==> src/rtl/pixel_sink.sv <==
// pixel_sink: buffers the renderer pixel stream (po/xo/yo) in a small FIFO and
// drains it to a framebuffer write port with a req/ack handshake. Also reports
// the per-frame accepted-pixel count, a sticky overflow flag and a frame-done
// pulse.
// Optional feature macro: PIX_DEDUP_EN drops a pixel that repeats the last
// accepted {y, x} of the current frame.
module pixel_sink #(
   parameter int unsigned FIFO_DEPTH = 8,
   parameter int unsigned PTR_W      = 3
) (
   input  logic        clk,
   input  logic        reset,
   input  logic        busy,
   input  logic        po,
   input  logic [7:0]  xo,
   input  logic [7:0]  yo,
   output logic        mem_req,
   output logic [15:0] mem_addr,
   input  logic        mem_ack,
   output logic        frame_done,
   output logic [15:0] pix_cnt,
   output logic        ovf
);

   typedef enum logic [1:0] {StIdle, StRun, StDrain, StDone} state_e;

   state_e         r_state;
   state_e         w_state_nxt;
   logic           r_busy_d;
   logic [PTR_W:0] r_wptr;
   logic [PTR_W:0] r_rptr;
   logic [15:0]    r_fifo [FIFO_DEPTH];
   logic [15:0]    r_pix_cnt;
   logic           r_ovf;

   logic           w_rise;
   logic           w_fall;
   logic           w_empty;
   logic           w_full;
   logic           w_pop;
   logic           w_accept;
   logic           w_dup;
   logic           w_cand;
   logic           w_push;
   logic           w_drop;
   logic [15:0]    w_pix;

   assign w_rise   = busy & ~r_busy_d;
   assign w_fall   = ~busy & r_busy_d;
   assign w_pix    = {yo, xo};
   assign w_empty  = (r_wptr == r_rptr);
   assign w_full   = (r_wptr[PTR_W] != r_rptr[PTR_W]) &&
                     (r_wptr[PTR_W-1:0] == r_rptr[PTR_W-1:0]);
   assign w_pop    = ~w_empty & mem_ack;
   assign w_accept = (r_state == StRun) || (r_state == StDrain);
   assign w_cand   = po & w_accept & ~w_dup;
   // A same-cycle pop frees the slot, so a full FIFO can still take the pixel
   assign w_push   = w_cand & (~w_full | w_pop);
   assign w_drop   = w_cand & w_full & ~w_pop;

`ifdef PIX_DEDUP_EN
   logic [15:0] r_last_pix;
   logic        r_last_vld;

   assign w_dup = r_last_vld && (r_last_pix == w_pix);

   // Remember the last accepted pixel; forgotten at every frame start
   always_ff @(posedge clk) begin
      if (reset) begin
         r_last_vld <= 1'b0;
         r_last_pix <= 16'h0000;
      end else if (w_rise) begin
         r_last_vld <= 1'b0;
      end else if (w_push) begin
         r_last_vld <= 1'b1;
         r_last_pix <= w_pix;
      end
   end
`else
   assign w_dup = 1'b0;
`endif

   // Busy edge detector and FSM state register
   always_ff @(posedge clk) begin
      if (reset) begin
         r_busy_d <= 1'b0;
         r_state  <= StIdle;
      end else begin
         r_busy_d <= busy;
         r_state  <= w_state_nxt;
      end
   end

   // Frame sequencing: only IDLE can start a frame; DRAIN waits for the FIFO
   always_comb begin
      w_state_nxt = r_state;
      case (r_state)
         StIdle:  if (w_rise) w_state_nxt = StRun;
         StRun:   if (w_fall) w_state_nxt = StDrain;
         StDrain: if (w_empty && !w_push) w_state_nxt = StDone;
         StDone:  w_state_nxt = StIdle;
         default: w_state_nxt = StIdle;
      endcase
   end

   // FIFO pointers; one extra bit distinguishes full from empty
   always_ff @(posedge clk) begin
      if (reset) begin
         r_wptr <= '0;
         r_rptr <= '0;
      end else begin
         if (w_push) r_wptr <= r_wptr + 1'b1;
         if (w_pop)  r_rptr <= r_rptr + 1'b1;
      end
   end

   // FIFO storage; contents are only observed through a non-empty head
   always_ff @(posedge clk) begin
      if (w_push) r_fifo[r_wptr[PTR_W-1:0]] <= w_pix;
   end

   // Per-frame statistics, cleared when a frame starts from IDLE
   always_ff @(posedge clk) begin
      if (reset) begin
         r_pix_cnt <= 16'h0000;
         r_ovf     <= 1'b0;
      end else if ((r_state == StIdle) && w_rise) begin
         r_pix_cnt <= 16'h0000;
         r_ovf     <= 1'b0;
      end else begin
         if (w_push && (r_pix_cnt != 16'hFFFF)) r_pix_cnt <= r_pix_cnt + 16'd1;
         if (w_drop) r_ovf <= 1'b1;
      end
   end

   assign mem_req    = ~w_empty;
   assign mem_addr   = w_empty ? 16'h0000 : r_fifo[r_rptr[PTR_W-1:0]];
   assign frame_done = (r_state == StDone);
   assign pix_cnt    = r_pix_cnt;
   assign ovf        = r_ovf;

endmodule

==> config.mk <==
export PLATFORM = sky130hd
export DESIGN_NAME = pixel_sink
export DESIGN_NICKNAME = d
export VERILOG_FILES = /design/src/rtl/pixel_sink.sv
export SDC_FILE = /design/constraint.sdc
export NUM_CORES = 1
export LEC_CHECK = 0
export BUFFER_PORTS_ARGS = -buffer_cell sky130_fd_sc_hd__buf_2
export CAP_MARGIN = 10
export CORE_UTILIZATION = 62
export CTS_BUF_LIST = sky130_fd_sc_hd__clkbuf_4 sky130_fd_sc_hd__clkbuf_8
export CTS_CLUSTER_SIZE = 10
export DETAILED_ROUTE_END_ITERATION = 6
export PLACE_DENSITY = 0.92
export SLEW_MARGIN = 20
export SYNTH_ARGS = -nofsm -noshare
export SYNTH_HDL_FRONTEND = slang
export SYNTH_SLANG_ARGS = --single-unit
==> constraint.sdc <==
create_clock -name clk -period 5.13 [get_ports clk]
set_clock_uncertainty 0.05 [all_clocks]
set_input_delay 0.2565 -clock clk [delete_from_list [all_inputs] [get_ports clk]]
set_output_delay 0.2565 -clock clk [all_outputs]
set_load 0.1 [all_outputs]
==> run summary, run 1 <==
The run finished with clean final reports. The category of the critical setup timing path is flip-flop to output port. Setup repair after global routing left no endpoint under its margin. Post-CTS timing repair inserted 0 buffers for setup. Row generation in the floorplan step produced 37 rows. Summed over all cells, the static leakage comes to 2.48 nW. The run gives 0 as the number of antenna violations at the first check in global routing. The tools report the global-route usage over all layers as 0.247.

Startpoint type of the worst setup path: a flip-flop. The die covers 11,100 um^2. Dividing total power by cell area gives a power density of 527 nW/um^2.

For this run the aggregate overflow at the end of global routing stands at 0. The logs give 0.851 for the final RePlAce weighted congestion and 1 for the hold-fix buffer count after cts. The area share of the leading cell type in the synthesized netlist came out at 0.583. For the worst-case headroom to the max-slew limit, the log shows 0.265. The half-perimeter wire length after placement was 8.01 mm.

Reg-to-reg critical path startpoint: r_wptr[0]. The tools report the total wire length after detailed routing as 12.7 mm. The ratio of final minimum period to clock period was 0.608; the synthesis-stage register bit count was 159. When the netlist entered floorplanning its net count stood at 440. The region available for standard cell placement spans 10,300 um^2. Setup violations remaining at the end of the flow were counted as 0. For the final routed database, the setup TNS stands at 0 ns.

For this run, the detailed router's first-pass iteration total came to 5. TritonCTS built the clock tree. Final-report max-slew violation count: 0.

In this run, the number of DRC markers left after iteration 0 of detailed routing was 388. On the critical path, the stage with the largest delay is an instance of sky130_fd_sc_hd__dfxtp_2. The top fanout value on the critical path is 18. For this run, the post-layout net count is 504. After clock tree synthesis, the clock-pin slew on the worst setup and hold paths is 0.09 ns. The count of clock tree sinks is 159. The tools report the count of instances resized after the clock tree is built as 0. The arrival time of data at the critical path endpoint was 2.81 ns.

The area growth from synthesis to layout is 13.6%. The count of flip-flops with a built-in enable after synthesis is 128, and the antenna diode instance count is 0. The count of buffers added on input and output ports is 55. The height of the die works out to 105 um. Leaving out fill and tap cells, the most frequent cell in the layout is sky130_fd_sc_hd__edfxtp_1. The floorplan die width was 105 um; the total count of hold-check failures in the final report was 0.

Yosys attributes the largest share of cell area to sky130_fd_sc_hd__edfxtp_1 (58%), sky130_fd_sc_hd__mux4_2 (11%), sky130_fd_sc_hd__dfxtp_1 (9.4%). The critical path goes through buf_4, mux4_2, mux2i_1, nor2_1, buf_2. Dividing the detail-routed wire length by the instance count gives 20.3 um. The later pin in the worst-skew pair is clocked with a latency of 0.44 ns.

The biggest area contributor in the post-synthesis netlist is sky130_fd_sc_hd__edfxtp_1. Number of H-tree levels: 4. Via count of the routed design: 3,881. In this run the critical register-to-register path is captured at r_fifo[6][1]. The initial standard-cell utilization of the core came out at 0.639. In the layout the commonest cells are sky130_fd_sc_hd__edfxtp_1 (128), sky130_fd_sc_hd__buf_2 (55), sky130_fd_sc_hd__mux4_2 (32), sky130_fd_sc_hd__dfxtp_1 (29), sky130_fd_sc_hd__nor2_1 (28).

For the peak supply drop, the log shows 471 uV. Prevailing post-synth register cell: sky130_fd_sc_hd__edfxtp_1. Data on the critical path is required at its endpoint by 4.82 ns.

For the flop-to-flop setup slack, the log shows 2.40 ns. The tools report the highest achievable clock rate as 0.321 GHz. The layout cell share with drive strength beyond 1 came out at 0.299. The via count of the first global-routing pass was 3,830; the largest stage delay on the critical path was 0.75 ns.

The clock passes through at most 2 buffers. For the number of library cell types mapped by synthesis, the log shows 48. The tightest min-delay check is of the input port to flip-flop type. The boundary pin count was 56.

The capture point of the critical path was mem_addr[15]. Entering global routing, the biggest net connects 33 pins. The worst path needs 3.12 ns of the cycle, external delays included. The number of buffers created by CTS is 17, and the pin slew with the least headroom to its limit is 1.10 ns.

Fraction of registers with async set/reset: 0. In this run the remaining antenna-violating nets after routing total 0. The first global-routing pass estimated 20.1 mm of wire. The logs give 0 for the max-cap violation count and 6600 um^2 for the post-synthesis cell area. The Yosys warning count came out at 0.

Synthesized area divided by synthesized cell count: 16.1 um^2. The DRC violations left came out at 0. The tools report the clock root buffer as sky130_fd_sc_hd__clkbuf_8.

Synthesis handed over a netlist of 411 instances. Via count normalized by instance count: 6.22. The worst setup path is captured at an output port. The depth of the worst register-to-register path is 6. The tools report the share of the yosys chip area belonging to registers as 0.677. Hold timing on the final database bottoms out at a slack of 0.0303 ns.
metal layers:
layer  global-route usage  up-vias  share of wire
met5                    0        -              0
met2                0.431      160           0.54
met3               0.0512       17          0.060
met4               0.0734        0          0.013
li1                     -     1754              -
met1                0.313     1950           0.39
kinds of logic after synthesis:
group | after synthesis | share of synthesized area
flops | 159 | 0.677
fa+ha+maj | 8 | 0.0152
simple gates | 106 | 0.0897
mux | 48 | 0.134
xor+xnor | 14 | 0.0220
buf+inv | 27 | 0.0171
compound gates | 49 | 0.0459
sequential cells by signal, indices dropped and copies added, names as in the netlist, named ones only:
register and flops:
r_state 2, r_fifo 128, ovf 1, r_wptr 4, r_rptr 4, pix_cnt 16, r_busy_d 1
critical path, delay by kind of cell, from the launching register on:
kind | cells | cell delay [ns]
AND/OR/NAND/NOR | 1 | 0.08
flip-flops | 1 | 0.75
multiplexers | 2 | 0.82
buffers and inverters | 2 | 0.72
cell usage after synthesis, drive strengths merged, types with 2 or more instances:
library cell / number
nor3: 5
mux4: 32
or3: 2
nand3b: 2
nand3: 9
o21ai: 9
ha: 8
mux2i: 16
nor4b: 3
inv: 6
and4: 3
nor2b: 3
a21oi: 19
nor3b: 3
nand2b: 2
nor2: 28
a211oi: 2
or4: 9
xnor2: 7
xor2: 7
nand4: 9
and2: 4
clkbuf: 11
and3: 2
nor4: 4
nand2: 17
dfxtp: 31
buf: 10
o31ai: 7
o211ai: 3
edfxtp: 128
through the flow:
step	setup slack [ns]	total power [mW]	utilization	instances	area, um^2
global route	1.79	4.09	0.726	624	7490
floorplan	1.48	2.79	-	411	6600
finish	2.01	3.95	0.726	624	7490
detailed placement	2.29	3.06	0.684	590	7070
global placement	2.42	3.01	0.684	590	7070
CTS	1.77	3.96	0.725	623	7480
final cells by class:
type | count | area [um^2]
sequential | 159 | 4470
inverter | 6 | 22.5
timing repair buffer | 66 | 360
fill | 609 | 2830
clock inverter | 15 | 170
tap | 136 | 170
clock buffer | 17 | 234
multi-input combinational | 225 | 2070
how the worst min path moves through the flow:
stage / from / to / slack, ns / depth (start not counted)
6_report: yo[0] / r_fifo[0][8] / 0.03 / 1
5_1_grt: yo[0] / r_fifo[0][8] / 0.004 / 1
4_1_cts: yo[0] / r_fifo[0][8] / 0.007 / 1
3_5_place_dp: busy / r_busy_d / 0.45 / 2
3_3_place_gp: ovf / ovf / 0.42 / 2
2_1_floorplan: reset / r_busy_d / 0.28 / 1
power breakdown:
part | internal (mW) | switching [mW] | total (mW) | leakage [nW]
sequential | 1.47 | 0.102 | 1.58 | 1.41
combinational | 0.381 | 1.09 | 1.47 | 0.870
clock | 0.411 | 0.498 | 0.909 | 0.200
No activity file was read; power rests on OpenSTA's default activity.
==> inputs of run 2 (changes only) <==
--- a/config.mk
+++ b/config.mk
@@ -5,13 +5,14 @@
 export SDC_FILE = /design/constraint.sdc
 export NUM_CORES = 1
 export LEC_CHECK = 0
+export ABC_AREA = 1
 export BUFFER_PORTS_ARGS = -buffer_cell sky130_fd_sc_hd__buf_2
 export CAP_MARGIN = 10
-export CORE_UTILIZATION = 62
+export CORE_UTILIZATION = 56
 export CTS_BUF_LIST = sky130_fd_sc_hd__clkbuf_4 sky130_fd_sc_hd__clkbuf_8
 export CTS_CLUSTER_SIZE = 10
 export DETAILED_ROUTE_END_ITERATION = 6
-export PLACE_DENSITY = 0.92
+export PLACE_DENSITY = 0.88
 export SLEW_MARGIN = 20
 export SYNTH_ARGS = -nofsm -noshare
 export SYNTH_HDL_FRONTEND = slang
==> constraint.sdc (replaced) <==
create_clock -name clk -period 2.67 [get_ports clk]
set_clock_uncertainty 0.05 [all_clocks]
set_input_delay 0.1335 -clock clk [delete_from_list [all_inputs] [get_ports clk]]
set_output_delay 0.1335 -clock clk [all_outputs]
set_load 0.1 [all_outputs]
==> run 2 against run 1 <==
Sequential share of layout area fell by 4.2 points. Clock-buffer cell count rose by 1. Register-to-register slack got worse by 1.9 ns. Combinational power rose to 3.7 times the previous value. First-iteration DRC count rose by 27%. Global-route usage rose by 2.1 points. Cell area rose by 7.6%. Cell count rose by 35%. Clock power rose by 110%. Utilization fell by 2.3 points. Wire length rose by 23%. Flip-flop and latch count did not move. Largest power group is now combinational cells.
==> run summary, run 2 <==
Synthesized instance count: 603 (+47%). By area the synthesized netlist is led by sky130_fd_sc_hd__edfxtp_1 (58%), sky130_fd_sc_hd__dfxtp_1 (9.4%), sky130_fd_sc_hd__nor2_1 (6.8%). In the layout the commonest cells are sky130_fd_sc_hd__edfxtp_1 (128), sky130_fd_sc_hd__nor2_1 (120), sky130_fd_sc_hd__o21ai_0 (83), sky130_fd_sc_hd__nand2_1 (64), sky130_fd_sc_hd__buf_2 (39). Among all stages on the critical path, the largest delay is contributed by sky130_fd_sc_hd__dfxtp_1.

The tools report the total wire length after detailed routing as 15.6 mm (+23%). Via count of the routed design: 4,982 (+28%). Among all flip-flop cells after synthesis, the most frequent one is sky130_fd_sc_hd__edfxtp_1. For the half-perimeter wire length after placement, the log shows 9.39 mm (+17%). The number of buffer cells added on primary ports is 55 (unchanged), and the synthesis-stage register bit count is 159 (unchanged). The maximum clock path buffer count is 2 (unchanged), and the final RePlAce weighted congestion is 0.905 (+6.4%). The final-report max-slew violation count is 0 (unchanged). Leading area contributor after synthesis: sky130_fd_sc_hd__edfxtp_1. For the antenna diode instance count, the log shows 0 (unchanged).

The number of H-tree levels is 4 (unchanged). The worst endpoint required time was 2.49 ns (-2.33 ns); the area growth from synthesis to layout was 22.0%. Pin slew with the least headroom to its limit: 0.613 ns (-0.488 ns).

Area of the die: 12,200 um^2 (+11%). The number of buffers created by CTS is 17 (unchanged). The logs give 0 (unchanged) for the final setup violation count and 0.576 (-0.0629) for the initial standard-cell utilization of the core. For the number of DRC violations after detailed-routing iteration 0, the log shows 494 (+27%). Walking the worst path, the cells encountered are xor2_1, nor2_1, nand2_2, o21ai_0, a31oi_2, buf_12. The post-placement cell area was 7440 um^2 (+5.3%). The mux share of post-synthesis cell area came out at 0 (-0.134). The tools report the startpoint type of the worst setup path as a flip-flop. The sum of internal, switching and leakage power is 10.4 mW (+160%), and the ratio of final minimum period to clock period is 0.966. The library cell used most frequently in the layout, excluding fill and tap cells, is sky130_fd_sc_hd__edfxtp_1.

The first-pass GRT wire length was 25.0 mm (+24%); the post-route standard cell area excluding fillers was 8060 um^2 (+7.6%). The run gives 5,014 (+31%) as the via count of the first global-routing pass. The share of the yosys chip area belonging to registers is 0.676 (-0.00103).

Number of library cell types mapped by synthesis: 31 (-35%). Setup repair after global routing left no endpoint under its margin. TritonCTS built the clock tree. The tree is rooted in a sky130_fd_sc_hd__clkbuf_8.

The post-detailed-route wirelength per cell works out to 18.5 um (-9.1%). The count of antenna-violating nets left after detailed routing is 0 (unchanged), and the post-synthesis cell area is 6610 um^2 (+0.15%). The area share of fa/ha/maj cells after synthesis was 0.0151 (-0.0000230); the post-synthesis simple-gate area fraction was 0.134 (+0.0447).

The number of nets in the final layout was 717 (+42%); the global route total overflow was 0 (unchanged). The critical path is of the flip-flop to output port type. The arrival time of data at the critical path endpoint was 2.39 ns (-0.42 ns); the fraction of registers with async set/reset was 0 (unchanged). For the Yosys warning count, the log shows 0 (unchanged).

The length of the first detailed-routing pass in iterations is 5 (unchanged), and the max-cap violation count is 0 (unchanged). After synthesis, the largest family of logic cells by area is simple AND/OR/NAND/NOR gates. Via count normalized by instance count: 5.90 (-5.1%). The tools report the net count of the mapped netlist as 632 (+44%). The tools report the number of filler cells placed in the layout as 754 (+24%).

The top fanout value on the critical path is 19 (+1), and the time the worst path needs with I/O delays and setup is 2.58 ns. For the pin count of the biggest net entering global routing, the log shows 49 (+48%). The min-delay analysis places its worst path in the category input port to flip-flop. The run finished with clean final reports. The clock latency on the worst-skew pair was 0.45 ns (about the same); the highest achievable clock rate was 0.388 GHz. By instance count, the leading cell after synthesis is sky130_fd_sc_hd__edfxtp_1. The layout cell share with drive strength beyond 1 is 0.194 (-0.105).

For the total count of hold-check failures in the final report, the log shows 0 (unchanged). The synthesized area divided by synthesized cell count came out at 11.0 um^2 (-32%). The boundary pin count came out at 56 (unchanged). In the synthesized netlist, the cells that appear most often are sky130_fd_sc_hd__edfxtp_1 (128), sky130_fd_sc_hd__nor2_1 (120), sky130_fd_sc_hd__o21ai_0 (83).

The floorplan die width is 111 um (+5.2%), and the setup TNS is 0 ns (unchanged). Critical path capture point type: an output port. The number of rows in the core area is 39 (+5.4%), and the total power per unit cell area is 1290 nW/um^2 (+140%). The number of buffers inserted to repair setup after CTS was 0 (unchanged); the count of flip-flops with a built-in enable after synthesis was 128 (unchanged). Compound-cell area share of the yosys netlist: 0.116 (+0.0704). The logs give 11,500 um^2 (+11%) for the standard cell core area and 1900 uV (+300%) for the peak supply drop.

The tools report the count of clock tree sinks as 159 (unchanged). The global-route usage over all layers was 0.268 (+0.0211); the DRC violations left was 0 (unchanged). The flip-flop count of the largest register after layout was 128 (unchanged); the number of antenna violations at the first check in global routing was 0 (unchanged). For the static leakage power, the log shows 2.89 nW (+17%). The share of the synthesized netlist area taken by xor and xnor gates is 0.0212 (-0.000791), and the worst-case headroom to the max-slew limit is 0.590 (+0.325). The clock slew at the register clock pins of the worst setup and hold paths was 0.08 ns (about the same); the area share of the leading cell type in the synthesized netlist was 0.582 (-0.000883). The largest stage delay on the critical path was 0.40 ns (-0.35 ns); the height of the die was 111 um (+5.2%).
## run 2: path summary, 6_finish.rpt
path                                  from      endpoint  slack, ns  cells past startpoint
worst min register to register   r_wptr[3]     r_wptr[3]       0.44                      1
worst max-delay path             r_rptr[3]  mem_addr[10]       0.09                      6
worst min-delay path               mem_ack     r_rptr[0]       0.07                      3
worst max register to register  r_state[0]  r_fifo[2][0]       0.47                      9
## run 2: per-layer routing
metal,vias up,routed length (um),track usage
met5,-,0,0
met4,0,583,0.155
met3,55,1140,0.0560
met2,261,8050,0.463
met1,2389,5810,0.309
li1,2277,-,-
## run 2: timing repair
item                       CTS  global route
hold endpoints to repair   132             0
setup endpoints to repair   15             0
resized for setup            1             0
hold buffers                19             0
## run 2: per-stage QoR
step	util	cells	hold slack, ns	setup slack (ns)
floorplan	-	603	0.153	0.00115
global placement	0.649	793	0.306	0.583
detailed placement	0.649	793	0.315	0.413
CTS	0.703	844	0.0358	0.152
global route	0.703	844	0.0800	0.0364
finish	0.703	844	0.0675	0.0918
## run 2: area by class of cell
cell class | instances | area (um^2) | share of cell area
Clock buffer | 18 | 241 | 0.0299
Clock inverter | 14 | 189 | 0.0234
Inverter | 35 | 131 | 0.0163
Multi-Input combinational cell | 383 | 2000 | 0.249
Sequential cell | 159 | 4470 | 0.554
Tap cell | 143 | 179 | 0.0222
Timing Repair Buffer | 92 | 853 | 0.106
## run 2: critical path: cells and delay by family (launching register included)
family / cells / cell delay, ns
DFF: 1 / 0.40
and+or+nand+nor: 2 / 0.48
AOI/OAI and AO/OA: 2 / 0.58
xor gates and xnor gates: 1 / 0.27
buffers and inverters: 1 / 0.21
## run 2: power by group
part           leakage [nW]  internal [mW]  switching (mW)  total, mW
clock network         0.206           1.03           0.882       1.91
registers              1.41           2.87           0.106       2.98
logic                  1.28           1.63            3.85       5.49
## run 2: cells by family (layout without fill, tap and decap cells)
group / Yosys count / count (layout)
adder cells (fa/ha/maj): 8 / 8
AND/OR/NAND/NOR: 214 / 214
AO/OA/AOI/OAI: 145 / 145
XOR/XNOR: 16 / 16
buffers and inverters: 61 / 159
flip-flops: 159 / 159
==> inputs of run 3 (changes only) <==
--- a/config.mk
+++ b/config.mk
@@ -5,7 +5,6 @@
 export SDC_FILE = /design/constraint.sdc
 export NUM_CORES = 1
 export LEC_CHECK = 0
-export ABC_AREA = 1
 export BUFFER_PORTS_ARGS = -buffer_cell sky130_fd_sc_hd__buf_2
 export CAP_MARGIN = 10
 export CORE_UTILIZATION = 56
@@ -13,6 +12,7 @@
 export CTS_CLUSTER_SIZE = 10
 export DETAILED_ROUTE_END_ITERATION = 6
 export PLACE_DENSITY = 0.88
+export RECOVER_POWER = 50
 export SLEW_MARGIN = 20
 export SYNTH_ARGS = -nofsm -noshare
 export SYNTH_HDL_FRONTEND = slang
==> run 3 against run 2 <==
Wire length decreased by 13%. First-iteration DRC count decreased by 45%. Largest cell class unchanged. Fmax increased by 1.6%. Critical endpoint is now mem_addr[0]. Highest routed layer unchanged. Cell area decreased by 3.4%.
==> run summary, run 3 (synthesis results as in run 1) <==
Max-cap violation count: 0 (unchanged). The final RePlAce weighted congestion came out at 0.809 (-11%). The tools report the worst endpoint required time as 2.49 ns (about the same). The initial standard-cell utilization of the core was 0.575 (-0.000873); the maximum clock path buffer count was 2 (unchanged). The number of cells in the design after placement was 609 (-23%); the smallest setup slack after layout was 0.133 ns (+0.0410 ns). The run gives 13.5 mm (-13%) as the total wire length after detailed routing.

For the count of antenna-violating nets left after detailed routing, the log shows 0 (unchanged). Number of rows in the core area: 39 (unchanged). The run gives 661 (-22%) as the non-filler instance count after layout. The highest-delay cell along the critical path was sky130_fd_sc_hd__dfxtp_1. The worst-case headroom to the max-slew limit came out at 0.226 (-0.364). The run finished with clean final reports. The tools report the critical path capture point type as an output port. The tools report the length of the first detailed-routing pass in iterations as 5 (unchanged).

The top fanout value on the critical path was 9 (-10). The sum of internal, switching and leakage power was 7.82 mW (-25%). The static leakage power was 2.49 nW (-14%). The number of buffer cells added on primary ports is 55 (unchanged). The path class of the tightest hold or removal check is input port to flip-flop. The logs give 0.271 ns (-0.142 ns) for the setup slack after placement and 0 ns (unchanged) for the setup TNS. For the antenna diode instance count, the log shows 0 (unchanged). The clock latency on the worst-skew pair came out at 0.46 ns (about the same).

The first-pass GRT wire length was 21.7 mm (-13%); the via count of the first global-routing pass was 4,109 (-18%). The startpoint type of the worst setup path is a flip-flop. The logs give 0 (unchanged) for the DRC violations left and 0.237 (-0.0306) for the global-route usage over all layers.

For the number of DRC violations after detailed-routing iteration 0, the log shows 270 (-45%). The cell that appears most often on the critical path is sky130_fd_sc_hd__buf_4. The boundary pin count is 56 (unchanged), and the floorplan die width is 111 um (about the same).

The peak supply drop is 948 uV (-50%). For the via count of the routed design, the log shows 4,024 (-19%). Walking the worst path, the cells encountered are xor2_2, nor4_4, buf_4, buf_4, nor2_1, buf_2. The total power per unit cell area works out to 1000 nW/um^2 (-22%). Count of clock tree sinks: 159 (unchanged). The number of antenna violations at the first check in global routing was 0 (unchanged); the clock slew at the register clock pins of the worst setup and hold paths was 0.09 ns (about the same). The library cell used most frequently in the layout, excluding fill and tap cells, is sky130_fd_sc_hd__edfxtp_1. The arrival time of data at the critical path endpoint came out at 2.35 ns (-0.04 ns).

The half-perimeter wire length after placement was 8.77 mm (-6.6%); the largest stage delay on the critical path was 0.51 ns (+0.11 ns). The run gives 0.394 GHz (+1.6%) as the highest achievable clock rate. The pin count of the biggest net entering global routing was 33 (-33%). The logs give 0 (unchanged) for the total count of hold-check failures in the final report and 0 (unchanged) for the global route total overflow. The layout cell share with drive strength beyond 1 is 0.253 (+0.0589). The time the worst path needs with I/O delays and setup is 2.54 ns (-0.0410 ns). The number of nets in the final layout is 534 (-26%). The post-detailed-route wirelength per cell was 20.4 um (+11%).

Setup repair after global routing left no endpoint under its margin. The ratio of final minimum period to clock period was 0.950 (-0.0153); the area growth from synthesis to layout was 18.1%. Final setup violation count: 0 (unchanged). The critical path is of the flip-flop to output port type.

For the area of the die, the log shows 12,200 um^2 (-0.15%). Flip-flop count of the largest register after layout: 128 (unchanged). TritonCTS built the clock tree. The tree is rooted in a sky130_fd_sc_hd__clkbuf_8.

For the number of buffers created by CTS, the log shows 17 (unchanged). Pin slew with the least headroom to its limit: 1.17 ns (+0.553 ns). The via count normalized by instance count is 6.09 (+3.1%), and the final-report max-slew violation count is 0 (unchanged).

The top cell types in the final layout, fill and taps aside, are sky130_fd_sc_hd__edfxtp_1 (128), sky130_fd_sc_hd__clkbuf_1 (36), sky130_fd_sc_hd__mux4_2 (32), sky130_fd_sc_hd__dfxtp_1 (30). The count of instances resized after the clock tree is built is 0 (-1). Height of the die: 111 um (about the same). The tools report the standard cell core area as 11,500 um^2 (unchanged).

Number of H-tree levels: 4 (unchanged).
[run 3: cell count changes in the layout (fill, tap and decap cells not counted), sizes merged, moves of 16 or more]
cell	previous run	this run
buf	73	40
o22ai	16	0
nand2	70	17
mux2i	0	16
nor2	121	28
mux4	0	32
inv	36	15
clkbuf	18	53
o21ai	86	9
[run 3: routing by layer]
metal  part of all wire  vias up  wire length (um)  track usage
met5                  0        -                 0            0
met4              0.028        0               376        0.109
met3              0.051       31               686       0.0587
met2               0.53      142              7090        0.407
met1               0.40     2029              5340        0.283
li1                   -     1822                 -            -
[run 3: cell type report]
type | count | area [um^2]
Sequential cell | 159 | 4470
Fill cell | 713 | 3680
Multi-Input combinational cell | 225 | 2120
Timing Repair Buffer | 96 | 598
Clock buffer | 17 | 234
Tap cell | 143 | 179
Clock inverter | 15 | 173
Inverter | 6 | 22.5
[run 3: stage by stage]
step	utilization	instance area, um^2	hold slack [ns]
after floorplan	-	6650	0.155
after global placement	0.631	7230	0.316
after detailed placement	0.631	7230	0.324
after CTS	0.683	7840	0.0356
after global routing	0.679	7790	0.112
final	0.679	7790	0.0566
[run 3: worst paths after layout]
kind	from	end	slack [ns]	cells past startpoint
setup / recovery	r_rptr[0]	mem_addr[0]	0.13	6
hold / removal	po	r_state[1]	0.06	4
setup reg to reg	r_state[1]	r_fifo[2][13]	0.19	6
hold reg to reg	ovf	ovf	0.45	2
[run 3: worst max-delay path, delay by kind of cell (launching register included)]
family / cells / cell delay, ns
buf+inv: 3 / 0.78
flops: 1 / 0.51
simple gates: 2 / 0.44
xor+xnor: 1 / 0.16
[run 3: repair_timing]
| action | 4_1_cts | 5_1_grt |
|---|---|---|
| setup buffers | 0 | 0 |
| hold endpoints to repair | 139 | 0 |
| hold buffers | 20 | 0 |
[run 3: report_power, final]
group	total, mW	switching [mW]	internal [mW]
Sequential	2.92	0.0929	2.83
Combinational	3.09	2.27	0.821
Clock	1.81	0.947	0.862
Total	7.82	3.31	4.51
